--- src/rtl/alarm_annunciator.sv ---
// alarm_annunciator: turns the alarm controller's trigger status into entry delay, timed siren, ack/silence and status LED.
// Latency: outputs are registered; siren and alarm_event rise ENTRY_DELAY edges after the edge that first samples triggered.
// Backpressure: none; status and ack are sampled every cycle. Optional ALARM_EVENT_COUNT_EN adds the event_count port.
module alarm_annunciator #(
  parameter int ENTRY_DELAY  = 8,
  parameter int SIREN_CYCLES = 32,
  parameter int BLINK_HALF   = 4,
  parameter int CNT_W        = 8
) (
  input  logic             clk,
  input  logic             reset_n,
  input  logic             disarmed_i,
  input  logic             armed_i,
  input  logic             triggered_i,
  input  logic             ack,
  output logic             siren,
  output logic             led,
  output logic             alarm_event,
  output logic             busy,
  output logic             status_err
`ifdef ALARM_EVENT_COUNT_EN
  ,
  output logic [CNT_W-1:0] event_count
`endif
);

  localparam int TMAX = (ENTRY_DELAY > SIREN_CYCLES) ? ENTRY_DELAY : SIREN_CYCLES;
  localparam int TW   = $clog2(TMAX + 1);
  localparam int BW   = (BLINK_HALF > 1) ? $clog2(BLINK_HALF) : 1;

  localparam logic [TW-1:0] ENTRY_LOAD = TW'(ENTRY_DELAY - 1);
  localparam logic [TW-1:0] SIREN_LOAD = TW'(SIREN_CYCLES - 1);
  localparam logic [BW-1:0] BLINK_LOAD = BW'(BLINK_HALF - 1);

  typedef enum logic [1:0] {
    IDLE     = 2'd0,
    ENTRY    = 2'd1,
    SOUNDING = 2'd2,
    SILENCED = 2'd3
  } state_t;

  state_t        state, state_nxt;
  logic [TW-1:0] timer, timer_nxt;
  logic [BW-1:0] blink, blink_nxt;
  logic          led_nxt;
  logic          event_nxt;

  logic [2:0] status;
  logic       st_trig;
  logic       st_armed;
  logic       st_invalid;

  assign status = {disarmed_i, armed_i, triggered_i};

  // Decode the controller status; anything outside the three legal codes counts as disarmed.
  always_comb begin
    st_trig    = (status == 3'b011);
    st_armed   = (status == 3'b010);
    st_invalid = !((status == 3'b100) || (status == 3'b010) || (status == 3'b011));
  end

  // State and timer register.
  always_ff @(posedge clk) begin
    if (!reset_n) begin
      state <= IDLE;
      timer <= '0;
    end else begin
      state <= state_nxt;
      timer <= timer_nxt;
    end
  end

  // Next state: trigger loss beats ack, ack beats timer expiry.
  always_comb begin
    state_nxt = state;
    timer_nxt = timer;
    event_nxt = 1'b0;
    case (state)
      IDLE: begin
        if (st_trig) begin
          state_nxt = ENTRY;
          timer_nxt = ENTRY_LOAD;
        end
      end
      ENTRY: begin
        if (!st_trig || ack) begin
          state_nxt = IDLE;
          timer_nxt = '0;
        end else if (timer == '0) begin
          state_nxt = SOUNDING;
          timer_nxt = SIREN_LOAD;
          event_nxt = 1'b1;
        end else begin
          timer_nxt = timer - 1'b1;
        end
      end
      SOUNDING: begin
        if (!st_trig) begin
          state_nxt = IDLE;
          timer_nxt = '0;
        end else if (ack || (timer == '0)) begin
          state_nxt = SILENCED;
          timer_nxt = '0;
        end else begin
          timer_nxt = timer - 1'b1;
        end
      end
      SILENCED: begin
        // Holding here while the trigger level persists keeps one trigger from sounding twice.
        if (!st_trig) begin
          state_nxt = IDLE;
        end
      end
      default: begin
        state_nxt = IDLE;
        timer_nxt = '0;
      end
    endcase
  end

  // LED for the state being entered; the blink phase restarts on every entry to ENTRY or SOUNDING.
  always_comb begin
    led_nxt   = led;
    blink_nxt = blink;
    case (state_nxt)
      ENTRY, SOUNDING: begin
        if (state_nxt != state) begin
          led_nxt   = 1'b1;
          blink_nxt = BLINK_LOAD;
        end else if (blink == '0) begin
          led_nxt   = ~led;
          blink_nxt = BLINK_LOAD;
        end else begin
          blink_nxt = blink - 1'b1;
        end
      end
      SILENCED: begin
        led_nxt   = 1'b1;
        blink_nxt = '0;
      end
      default: begin
        // Idle shows whether the system is armed; a trigger aborted by ack still counts as armed.
        led_nxt   = st_armed || st_trig;
        blink_nxt = '0;
      end
    endcase
  end

  // Registered user-facing outputs derived from the next state.
  always_ff @(posedge clk) begin
    if (!reset_n) begin
      siren       <= 1'b0;
      led         <= 1'b0;
      alarm_event <= 1'b0;
      busy        <= 1'b0;
      status_err  <= 1'b0;
      blink       <= '0;
    end else begin
      siren       <= (state_nxt == SOUNDING);
      led         <= led_nxt;
      alarm_event <= event_nxt;
      busy        <= (state_nxt != IDLE);
      status_err  <= st_invalid;
      blink       <= blink_nxt;
    end
  end

`ifdef ALARM_EVENT_COUNT_EN
  // Saturating count of siren starts, cleared only by reset.
  always_ff @(posedge clk) begin
    if (!reset_n) begin
      event_count <= '0;
    end else if (event_nxt && (event_count != {CNT_W{1'b1}})) begin
      event_count <= event_count + 1'b1;
    end
  end
`endif

endmodule

--- config.mk ---
export PLATFORM = sky130hd
export DESIGN_NAME = alarm_annunciator
export DESIGN_NICKNAME = d
export VERILOG_FILES = /design/src/rtl/alarm_annunciator.sv
export SDC_FILE = /design/constraint.sdc
export NUM_CORES = 1
export LEC_CHECK = 0
export CAP_MARGIN = 40
export CORE_MARGIN = 2
export CORE_UTILIZATION = 30
export CTS_CLUSTER_DIAMETER = 120
export DETAILED_ROUTE_END_ITERATION = 12
export SYNTH_ARGS = -nofsm -noshare
export SYNTH_HDL_FRONTEND = slang
export SYNTH_SLANG_ARGS = --single-unit
--- constraint.sdc ---
create_clock -name clk -period 2.56 [get_ports clk]
set_input_delay 0.256 -clock clk [delete_from_list [all_inputs] [get_ports clk]]
set_output_delay 0.256 -clock clk [all_outputs]
set_load 0.01 [all_outputs]
==> flow_summary.toml <==
[detailed_routing]
drc = 0
dr.first_iter.drc_count = 28
totalWireLength_um = 2360
vias = 975
drt_pass1_iterations = 4
postRouteAntennaNets = 0
viasPerCell = 5.03
wire_per_inst_um = 12.1

[setup_path]
worstReg2RegStart = "state[1]"
r2r-end = "led"
crit_path_max_fanout = 6
crit_required_ns = 2.75
path_class = "reg2reg"
critPathLaunch = "state[1]"
r2r_slack_ns = 0.20
startpoint_type = "flop"
end_kind = "flop"
r2r_cells = 11
arrival_ns = 2.55

[synthesis]
synth.distinct_cells = 40
synth-seq-cells = 15
synth_top_flop_cell = "dfxtp_1"
synth_nets = 145
synth_common_cells = "dfxtp_1, nor2_1, ha_1, inv_1, o21ai_0"
synth_edf_count = 0
ys_warn_count = 0
synthCells = 127
synth_area_mm2 = 0.00106
ys_seq_area_share_pct = 28.4
synth-async-reset-ratio_pct = 0
syn_avg_cell_area_um2 = 8.32
synth.top_cell.area_share_pct = 28.4
yosys-top-cells-area = "dfxtp_1, ha_1, nor2_1"
yosysTopAreaCell = "dfxtp_1"

[floorplan]
num_io_pins = 11
core_area_mm2 = 0.00336
num_rows = 21
die-area_mm2 = 0.00401
die_y_um = 63.3
initial_core_util_pct = 31.4
die_w_um = 63.3

[finish]
finalNetCount = 167
ff_latch_area_um2 = 302
diodes = 0
nFillCells = 376
multi_input_area_um2 = 706
drive_above_1_share_pct = 18.2
area_delta_synth_final_pct = 24.5

[min_path]
hold_class = "reg2reg"
min_to = "blink[0]"
whs_path_depth = 1
hp-start = "blink[0]"

[power]
leakage_nw = 0.519
pwr_density_cell_mw_per_mm2 = 406
ir_drop_mv = 0.321

[timing]
whs_ns = 0.458
slew_headroom_pct = 72.9
post-route-min-period_ns = 2.36
slew_viol_final = 0
setup_viol = 0
worst_pin_slew_ns = 0.406
fmax_ghz = 0.424
fin_crit_sh_pct = 92.2
tns_ns = 0
hold_viol = 0
final.setup_skew_ns = 0.00369

[placed_design]
portBuffers = 10
place_congestion = 0.837
dp.final_hpwl_um = 1760

[status]
status = "completed"

[global_routing]
antenna_found_initial = 0
gr-usage-all-layers_pct = 12.4
first_global_vias = 950
grt_pass1_wl_um = 4020
grt_max_degree = 12
overflow = 0

[clock_network]
cts_root_buf = "clkbuf_4"
clock_path_buffers = 2
cts_tree = "yes"
numCtsBuffers = 3
cts_num_sinks = 15
clock_latency_ns = 0.29
cts_hold_buf = 0
cts_max_level = 1
clkTransAtPathRegs_ns = 0.09

[flow_run]
drv_cap = 0
power by group:
part | leakage, nW | switching, mW | internal [mW] | total [mW]
combinational | 0.381 | 0.0711 | 0.0644 | 0.135
clock | 0.0150 | 0.0840 | 0.0607 | 0.145
sequential | 0.123 | 0.00933 | 0.245 | 0.254
total | 0.519 | 0.164 | 0.370 | 0.534
routing by layer:
layer / wire length (um) / vias up / global-route usage, %
li1: - / 492 / -
met4: 26 / 0 / 3.80
met1: 1060 / 468 / 14.0
met5: 0 / - / 0
met3: 69 / 5 / 3.75
met2: 1200 / 10 / 22.4
stage by stage:
stage          utilization [%]  cell area, um^2  std cells  setup WS, ns  total power [mW]
2_1_floorplan                -             1060        127         0.164             0.345
3_3_place_gp              37.5             1260        189        0.0623             0.386
3_5_place_dp              37.5             1260        189      -0.00684             0.391
4_1_cts                   38.2             1290        193        0.0619             0.535
5_1_grt                   39.1             1320        194       -0.0131             0.564
6_report                  39.1             1320        194         0.200             0.534
layout make-up:
cell class	count	area share, %
Clock buffer	4	2.00
Inverter	13	3.71
Tap cell	46	4.38
Sequential cell	15	22.9
Multi-Input combinational cell	96	53.7
Timing Repair Buffer	20	13.3
cell families (layout without fill, tap and decap cells):
group                    Yosys count  after routing  synth area share [%]
AO/OA/AOI/OAI                     37             37                  25.5
buffers and inverters             16             37                  6.63
multiplexers                       1              1                 0.948
AND/OR/NAND/NOR                   46             46                  24.3
flip-flops                        15             15                  28.4
adder cells (fa/ha/maj)           12             12                  14.2
critical path: stages (launching register included):
cell and delay [ns]:
dfxtp_2 0.37, inv_2 0.10, ha_1 0.18, nor2b_4 0.18
nand2b_4 0.14, a2bb2oi_1 0.07, o31ai_2 0.32, inv_1 0.10
ha_1 0.34, o311ai_2 0.28, a31o_1 0.12, nand3_1 0.05
flip-flops by register name, summed over array words and instances (netlist names):
signal and count:
alarm_event 1, led 1, timer 6, status_err 1, siren 1, state 2, busy 1, blink 2
what timing repair did:
action	CTS	global route
setup endpoints to repair	0	1
resized for setup	0	7
setup buffers	0	1
cell usage in the layout (no fill, tap or decap), types with 2 or more instances in the layout:
cell / instances
nand3_1: 6
nor2_1: 14
a31oi_1: 2
and3_1: 2
nand2b_1: 5
nand3b_1: 2
clkbuf_4: 3
nor3_1: 3
o311ai_2: 2
ha_1: 11
clkdlybuf4s50_1: 10
a21oi_1: 7
dfxtp_1: 14
o21ai_0: 10
inv_1: 11
a2bb2oi_1: 2
o21bai_1: 2
nand2_1: 4
o2111ai_1: 2
buf_4: 10
how the worst max path moves through the flow:
| stage | cells past startpoint | end | slack, ns |
|---|---|---|---|
| after floorplan | 11 | led | 0.16 |
| after global placement | 11 | led | 0.06 |
| after detailed placement | 11 | led | -0.007 |
| after CTS | 12 | led | 0.06 |
| after global routing | 12 | led | -0.01 |
| final | 11 | led | 0.20 |
(Power assumes the default switching activity.)
